### config.mk
export PLATFORM = sky130hd
export DESIGN_NAME = fft_buf_ctrl_flat
export DESIGN_NICKNAME = d
export VERILOG_FILES = /design/src/rtl/fft_buf_ctrl_if.sv /design/src/rtl/fft_buf_ctrl.sv /design/src/flat_wrapper.sv
export SDC_FILE = /design/constraint.sdc
export NUM_CORES = 1
export LEC_CHECK = 0
export ABC_AREA = 1
export ABC_CLOCK_PERIOD_IN_PS = 3900
export CAP_MARGIN = 20
export CORE_ASPECT_RATIO = 0.5
export CORE_MARGIN = 1.5
export CORE_UTILIZATION = 25
export CTS_CLUSTER_DIAMETER = 60
export DETAILED_ROUTE_END_ITERATION = 8
export GPL_TIMING_DRIVEN = 0
export RECOVER_POWER = 100
export REMOVE_ABC_BUFFERS = 1
export SKIP_LAST_GASP = 1
export SLEW_MARGIN = 20
export SYNTH_ARGS = -nofsm -noshare
export SYNTH_HDL_FRONTEND = slang
export SYNTH_SLANG_ARGS = --single-unit
### constraint.sdc
create_clock -name clk -period 3.9 [get_ports clk]
set_clock_uncertainty 0.2 [all_clocks]
set_input_delay 0.78 -clock clk [delete_from_list [all_inputs] [get_ports clk]]
set_output_delay 0.78 -clock clk [all_outputs]
set_load 0.01 [all_outputs]
### src/rtl/fft_buf_ctrl_if.sv
// Bus bundle for fft_buf_ctrl: sample stream in, bit-reversed stream out, and the RAM port.
// The design side uses the slave modport; the environment side uses master.
interface fft_buf_ctrl_if #(
   parameter int WORDSIZE = 16,
   parameter int ADDRSIZE = 5
);
   logic                in_valid;
   logic [WORDSIZE-1:0] in_data;
   logic                in_ready;

   logic                out_valid;
   logic [WORDSIZE-1:0] out_data;
   logic                out_last;
   logic                out_ready;

   logic [ADDRSIZE-1:0] ram_read_addr;
   logic [ADDRSIZE-1:0] ram_write_addr;
   logic                ram_rd_en;
   logic                ram_wr_en;
   logic                ram_cs;
   logic [WORDSIZE-1:0] ram_data_in;
   logic [WORDSIZE-1:0] ram_data_out;

   modport master (
      output in_valid, in_data, out_ready, ram_data_out,
      input  in_ready, out_valid, out_data, out_last,
             ram_read_addr, ram_write_addr, ram_rd_en, ram_wr_en, ram_cs, ram_data_in
   );

   modport slave (
      input  in_valid, in_data, out_ready, ram_data_out,
      output in_ready, out_valid, out_data, out_last,
             ram_read_addr, ram_write_addr, ram_rd_en, ram_wr_en, ram_cs, ram_data_in
   );
endinterface

### src/rtl/fft_buf_ctrl.sv
// Frame buffer controller: fills a RAM in natural order, then drains it in bit-reversed
// address order through a 2-entry output buffer with valid/ready backpressure.
module fft_buf_ctrl #(
   parameter int WORDSIZE = 16,
   parameter int ADDRSIZE = 5,
   parameter int NUMADDR  = 32
) (
   input  logic          clk,
   input  logic          rst_n,
   fft_buf_ctrl_if.slave io_bus
);
   typedef enum logic {FILL, DRAIN} state_t;

   localparam logic [ADDRSIZE-1:0] LP_LAST_ADDR = ADDRSIZE'(NUMADDR - 1);
   localparam logic [ADDRSIZE:0]   LP_NUM       = (ADDRSIZE + 1)'(NUMADDR);

   state_t              r_state;
   logic                r_in_ready;
   logic [ADDRSIZE-1:0] r_wr_cnt;
   logic [ADDRSIZE:0]   r_rd_cnt;

   logic                r_inflight;
   logic                r_inflight_last;
   logic [1:0]          r_count;
   logic [WORDSIZE-1:0] r_buf0_data;
   logic [WORDSIZE-1:0] r_buf1_data;
   logic                r_buf0_last;
   logic                r_buf1_last;

   logic                w_wr;
   logic                w_last_wr;
   logic                w_pop;
   logic                w_last_pop;
   logic                w_issue;
   logic                w_slot1;
   logic [2:0]          w_occ;
   logic [ADDRSIZE-1:0] w_rd_rev;

   always_comb begin
      w_rd_rev = '0;
      for (int unsigned i = 0; i < ADDRSIZE; i++) begin
         w_rd_rev[i] = r_rd_cnt[ADDRSIZE-1-i];
      end
   end

   assign w_wr       = r_in_ready & io_bus.in_valid;
   assign w_last_wr  = w_wr && (r_wr_cnt == LP_LAST_ADDR);
   assign w_pop      = (r_count != 2'd0) & io_bus.out_ready;
   assign w_last_pop = w_pop & r_buf0_last;

   // Occupancy counts buffered entries plus the read whose data lands next cycle.
   assign w_occ   = {1'b0, r_count} + {2'b00, r_inflight} - {2'b00, w_pop};
   assign w_issue = (r_state == DRAIN) && (r_rd_cnt < LP_NUM) && (w_occ < 3'd2);

   // Returning data goes behind whatever entry survives this cycle's pop.
   assign w_slot1 = (r_count == 2'd2) || ((r_count == 2'd1) && !w_pop);

   assign io_bus.in_ready       = r_in_ready;
   assign io_bus.ram_wr_en      = w_wr;
   assign io_bus.ram_rd_en      = w_issue;
   assign io_bus.ram_cs         = w_wr | w_issue;
   assign io_bus.ram_write_addr = r_wr_cnt;
   assign io_bus.ram_data_in    = w_wr ? io_bus.in_data : '0;
   assign io_bus.ram_read_addr  = w_issue ? w_rd_rev : '0;
   assign io_bus.out_valid      = (r_count != 2'd0);
   assign io_bus.out_data       = r_buf0_data;
   assign io_bus.out_last       = r_buf0_last & (r_count != 2'd0);

   always_ff @(posedge clk or negedge rst_n) begin
      if (!rst_n) begin
         r_state    <= FILL;
         r_in_ready <= 1'b0;
         r_wr_cnt   <= '0;
         r_rd_cnt   <= '0;
      end else begin
         case (r_state)
            FILL: begin
               r_in_ready <= ~w_last_wr;
               if (w_wr) begin
                  r_wr_cnt <= w_last_wr ? '0 : r_wr_cnt + 1'b1;
               end
               if (w_last_wr) begin
                  r_state <= DRAIN;
               end
            end
            DRAIN: begin
               if (w_issue) begin
                  r_rd_cnt <= r_rd_cnt + 1'b1;
               end
               if (w_last_pop) begin
                  r_state    <= FILL;
                  r_rd_cnt   <= '0;
                  r_in_ready <= 1'b1;
               end
            end
            default: r_state <= FILL;
         endcase
      end
   end

   always_ff @(posedge clk or negedge rst_n) begin
      if (!rst_n) begin
         r_inflight      <= 1'b0;
         r_inflight_last <= 1'b0;
         r_count         <= 2'd0;
         r_buf0_data     <= '0;
         r_buf1_data     <= '0;
         r_buf0_last     <= 1'b0;
         r_buf1_last     <= 1'b0;
      end else begin
         r_inflight      <= w_issue;
         r_inflight_last <= w_issue && (r_rd_cnt[ADDRSIZE-1:0] == LP_LAST_ADDR);
         r_count         <= r_count + {1'b0, r_inflight} - {1'b0, w_pop};
         if (w_pop) begin
            r_buf0_data <= r_buf1_data;
            r_buf0_last <= r_buf1_last;
         end
         // A capture into slot 0 overrides the shift above when both happen.
         if (r_inflight) begin
            if (w_slot1) begin
               r_buf1_data <= io_bus.ram_data_out;
               r_buf1_last <= r_inflight_last;
            end else begin
               r_buf0_data <= io_bus.ram_data_out;
               r_buf0_last <= r_inflight_last;
            end
         end
      end
   end
endmodule

### src/flat_wrapper.sv
// flat-port wrapper written by rule: the top's interface ports become plain ports
module fft_buf_ctrl_flat 
#(
   parameter int WORDSIZE = 16,
   parameter int ADDRSIZE = 5,
   parameter int NUMADDR  = 32
)
  (clk, rst_n, io_bus_in_valid, io_bus_in_data, io_bus_out_ready, io_bus_ram_data_out, io_bus_in_ready, io_bus_out_valid, io_bus_out_data, io_bus_out_last, io_bus_ram_read_addr, io_bus_ram_write_addr, io_bus_ram_rd_en, io_bus_ram_wr_en, io_bus_ram_cs, io_bus_ram_data_in);
  fft_buf_ctrl_if #(.WORDSIZE(WORDSIZE), .ADDRSIZE(ADDRSIZE)) io_bus_i ();
  input  logic clk;
  input  logic rst_n;
  input wire logic [$bits(io_bus_i.in_valid)-1:0] io_bus_in_valid;
  input wire logic [$bits(io_bus_i.in_data)-1:0] io_bus_in_data;
  input wire logic [$bits(io_bus_i.out_ready)-1:0] io_bus_out_ready;
  input wire logic [$bits(io_bus_i.ram_data_out)-1:0] io_bus_ram_data_out;
  output wire logic [$bits(io_bus_i.in_ready)-1:0] io_bus_in_ready;
  output wire logic [$bits(io_bus_i.out_valid)-1:0] io_bus_out_valid;
  output wire logic [$bits(io_bus_i.out_data)-1:0] io_bus_out_data;
  output wire logic [$bits(io_bus_i.out_last)-1:0] io_bus_out_last;
  output wire logic [$bits(io_bus_i.ram_read_addr)-1:0] io_bus_ram_read_addr;
  output wire logic [$bits(io_bus_i.ram_write_addr)-1:0] io_bus_ram_write_addr;
  output wire logic [$bits(io_bus_i.ram_rd_en)-1:0] io_bus_ram_rd_en;
  output wire logic [$bits(io_bus_i.ram_wr_en)-1:0] io_bus_ram_wr_en;
  output wire logic [$bits(io_bus_i.ram_cs)-1:0] io_bus_ram_cs;
  output wire logic [$bits(io_bus_i.ram_data_in)-1:0] io_bus_ram_data_in;
  assign io_bus_i.in_valid = io_bus_in_valid;
  assign io_bus_i.in_data = io_bus_in_data;
  assign io_bus_i.out_ready = io_bus_out_ready;
  assign io_bus_i.ram_data_out = io_bus_ram_data_out;
  assign io_bus_in_ready = io_bus_i.in_ready;
  assign io_bus_out_valid = io_bus_i.out_valid;
  assign io_bus_out_data = io_bus_i.out_data;
  assign io_bus_out_last = io_bus_i.out_last;
  assign io_bus_ram_read_addr = io_bus_i.ram_read_addr;
  assign io_bus_ram_write_addr = io_bus_i.ram_write_addr;
  assign io_bus_ram_rd_en = io_bus_i.ram_rd_en;
  assign io_bus_ram_wr_en = io_bus_i.ram_wr_en;
  assign io_bus_ram_cs = io_bus_i.ram_cs;
  assign io_bus_ram_data_in = io_bus_i.ram_data_in;
  fft_buf_ctrl #(.WORDSIZE(WORDSIZE), .ADDRSIZE(ADDRSIZE), .NUMADDR(NUMADDR)) u_core (.clk(clk), .rst_n(rst_n), .io_bus(io_bus_i));
endmodule
==> flow_metrics.env <==
export IMPL_status="complete, no violations"
export IMPL_via_per_inst=3.97
export IMPL_clk_pin_slew_worst_paths_ps=70
export IMPL_ant_nets=0
export IMPL_grt_max_degree=52
export IMPL_cp_end_kind="primary output"
export IMPL_portBuffers=83
export IMPL_path_max_fanout=5
export IMPL_worst_hold_slack_ps=285
export IMPL_detail_route_wl_per_cell_um=10.5
export IMPL_power_density_mw_per_mm2=648
export IMPL_rr_endpoint="u_core.r_rd_cnt[0]"
export IMPL_ys_seq_elements=51
export IMPL_required_ps=2920
export IMPL_ir_worst_vdd_mv=0.208
export IMPL_grtUsageMet3_pct=3.44
export IMPL_busiest_layer="met2"
export IMPL_whs_path_depth=2
export IMPL_firstDrtPassIters=4
export IMPL_hold_viol=0
export IMPL_grt_use_total_pct=11.2
export IMPL_syn_cell_area_mm2=0.00255
export IMPL_seq_area_frac_synth_pct=50.1
export IMPL_layout_drive_gt1_share_pct=7.57
export IMPL_initial_core_util_pct=26.4
export IMPL_drc=0
export IMPL_yosys_warnings=0
export IMPL_setup_viol=0
export IMPL_cp_data_arrival_time_ps=2720
export IMPL_yosysUniqueCellTypes=25
export IMPL_worst_slack_ps=196
export IMPL_worst_pin_slew_ps=1270
export IMPL_leakage_uw=0.00195
export IMPL_vias=2216
export IMPL_preCtsSetupSlack_ps=-1060
export IMPL_root_buffer="clkbuf_16"
export IMPL_r2r_start="u_core.r_count[1]"
export IMPL_finalNetCount=465
export IMPL_routabilityCongestion=0.704
export IMPL_max_freq_mhz=270
export IMPL_holdBufCountCts=0
export IMPL_syn_inst=333
export IMPL_die_area_mm2=0.0108
export IMPL_power_uw=2390
export IMPL_slew_headroom_pct=15.6
export IMPL_num_antenna_cells=0
export IMPL_min_from="u_core.r_buf1_data[2]"
export IMPL_grt_use_met1_pct=13.1
export IMPL_die_w_um=146
export IMPL_core_mm2=0.00967
export IMPL_cts_tree="built"
export IMPL_grt_overflow_total=0
export IMPL_min_path_type="flip-flop to flip-flop"
export IMPL_cts_buffers=5
export IMPL_htreeDepth=2
export IMPL_fin_area_mm2=0.00369
export IMPL_area_growth_pct=44.8
export IMPL_rsz0062_at_grt="false"
export IMPL_cts_sinks=51
export IMPL_dp_hpwl_um=3980
export IMPL_clock_latency_ps=290
export IMPL_drt_wl_total_um=5880
export IMPL_fin_crit_sh_pct=95.0
export IMPL_min_period_ps=3700
export IMPL_ios=84
export IMPL_dpl_cell_area_mm2=0.00349
export IMPL_r2r_cells=18
export IMPL_critPathKind="flip-flop to primary output"
export IMPL_grt_pass1_wl_um=9650
export IMPL_drv_cap=0
export IMPL_startpoint_type="flip-flop"
export IMPL_drt_iter0_drc=98
export IMPL_maxSlewViolCount=0
export IMPL_postSynthAreaPerCell_um2=7.65
export IMPL_grt_pass1_vias=2085
export IMPL_antenna_found_initial=0
export IMPL_cts_buffer_depth=2
export IMPL_grtUsageMet2_pct=21.0
export IMPL_hold_end="u_core.r_buf1_data[2]"
export IMPL_r2r_slack_ps=950
export IMPL_fp_dieH_um=74.4
export IMPL_rows=25
-- kinds of logic after synthesis --
logic type | after synthesis | synth area share, %
adder cells (fa/ha/maj) | 7 | 3.73
AO/OA/AOI/OAI | 49 | 10.0
flip-flops | 51 | 50.1
AND/OR/NAND/NOR | 155 | 24.4
XOR/XNOR | 2 | 0.688
buffers and inverters | 69 | 11.1
-- area by class of cell --
class                      instances  area [um^2]
tap                              135          169
fill                            1020         5980
multi-input combinational        214         1000
clock inverter                     2         38.8
sequential                        51         1280
timing repair buffer              91          845
inverter                          59          229
clock buffer                       6          129
-- synth_stat cells --
| cell type | instances | share of area (%) |
|---|---|---|
| nand2_1 | 113 | 17 |
| inv_1 | 57 | 8.4 |
| dfrtp_1 | 51 | 50 |
| nor2_1 | 31 | 4.6 |
| o21ai_0 | 22 | 4.3 |
| o21ai_1 | 21 | 4.1 |
| buf_2 | 7 | 1.4 |
| ha_1 | 6 | 2.9 |
| nand3_1 | 5 | 0.98 |
| a21oi_1 | 2 | 0.39 |
| a22oi_1 | 2 | 0.59 |
| nand2_2 | 2 | 0.49 |
| nand2_4 | 2 | 0.88 |
| buf_4 | 1 | 0.29 |
| buf_6 | 1 | 0.44 |
| clkbuf_1 | 1 | 0.15 |
| fa_1 | 1 | 0.79 |
| inv_2 | 1 | 0.15 |
| inv_4 | 1 | 0.25 |
| nand3_2 | 1 | 0.39 |
| nor2_4 | 1 | 0.44 |
| o21a_1 | 1 | 0.29 |
| o21bai_1 | 1 | 0.29 |
| xnor2_1 | 1 | 0.34 |
| xor2_1 | 1 | 0.34 |
-- how the worst max path moves through the flow --
stage / end / from / depth (start not counted) / slack (ps)
3_3_place_gp: io_bus_ram_read_addr[0] / io_bus_out_ready / 13 / -1060
4_1_cts: io_bus_ram_read_addr[0] / io_bus_out_ready / 15 / -100
2_1_floorplan: io_bus_ram_read_addr[0] / io_bus_out_ready / 11 / 390
3_5_place_dp: io_bus_ram_read_addr[0] / io_bus_out_ready / 13 / -1060
5_1_grt: io_bus_ram_cs / u_core.r_count[1] / 15 / 0.6
6_report: io_bus_ram_cs / u_core.r_count[1] / 15 / 200
-- critical path: stages, from the launching register on --
cell and delay [ps]:
dfrtp_2 450, inv_2 90, nand2_4 70, nand2_4 110
inv_8 40, ha_1 260, inv_1 50, ha_1 120
inv_1 40, fa_1 490, nand2_1 70, nor2_2 100
buf_4 120, nand2_2 80, nand2_1 70, clkdlybuf4s15_1 260
-- layout by cell type (no fill, tap or decap), types with 3 or more instances in the layout --
master,Yosys,routed
buf_4,1,7
clkbuf_1,1,4
clkbuf_16,0,5
clkbuf_2,0,5
clkdlybuf4s50_1,0,32
dfrtp_1,51,50
dlygate4sd3_1,0,42
ha_1,6,6
inv_1,57,56
nand2_1,113,114
nand2_4,2,3
nand3_1,5,6
nor2_1,31,28
nor2_2,0,3
o21ai_0,22,40
o21ai_1,21,3
-- routing by layer --
layer | part of all wire [%] | up-vias | wire length (um)
li1 | - | 1177 | -
met1 | 46 | 995 | 2700
met2 | 48 | 42 | 2840
met3 | 5.5 | 2 | 324
met4 | 0.29 | 0 | 17
met5 | 0 | - | 0
-- report_power, final --
part / internal [uW] / switching [uW] / total [uW]
sequential: 751 / 145 / 896
combinational: 455 / 539 / 994
clock: 306 / 196 / 502
-- repair_timing --
item,4_1_cts,5_1_grt
cloned,1,0
pin swaps,3,2
endpoints found under the setup margin,7,7
resized for setup,30,8
buffers inserted,6,2
-- flip-flops by register name, indices dropped and copies added (netlist names) --
| name | flops |
|---|---|
| u_core.r_inflight_last | 1 |
| u_core.io_bus.in_ready | 1 |
| u_core.io_bus.ram_write_addr | 5 |
| u_core.r_state | 1 |
| u_core.r_count | 2 |
| u_core.r_buf1_data | 16 |
| u_core.r_rd_cnt | 6 |
| u_core.r_inflight | 1 |
| u_core.r_buf0_last | 1 |
| u_core.r_buf1_last | 1 |
| u_core.io_bus.out_data | 16 |
-- metrics by stage --
| step | instances | util (%) | setup TNS, ps |
|---|---|---|---|
| floorplan | 323 | - | 0 |
| global route | 558 | 38.2 | 0 |
| finish | 558 | 38.2 | 0 |
| global placement | 541 | 36.1 | -7020 |
| detailed placement | 541 | 36.1 | -7210 |
| CTS | 556 | 38.3 | -103 |
(Power assumes the default switching activity.)
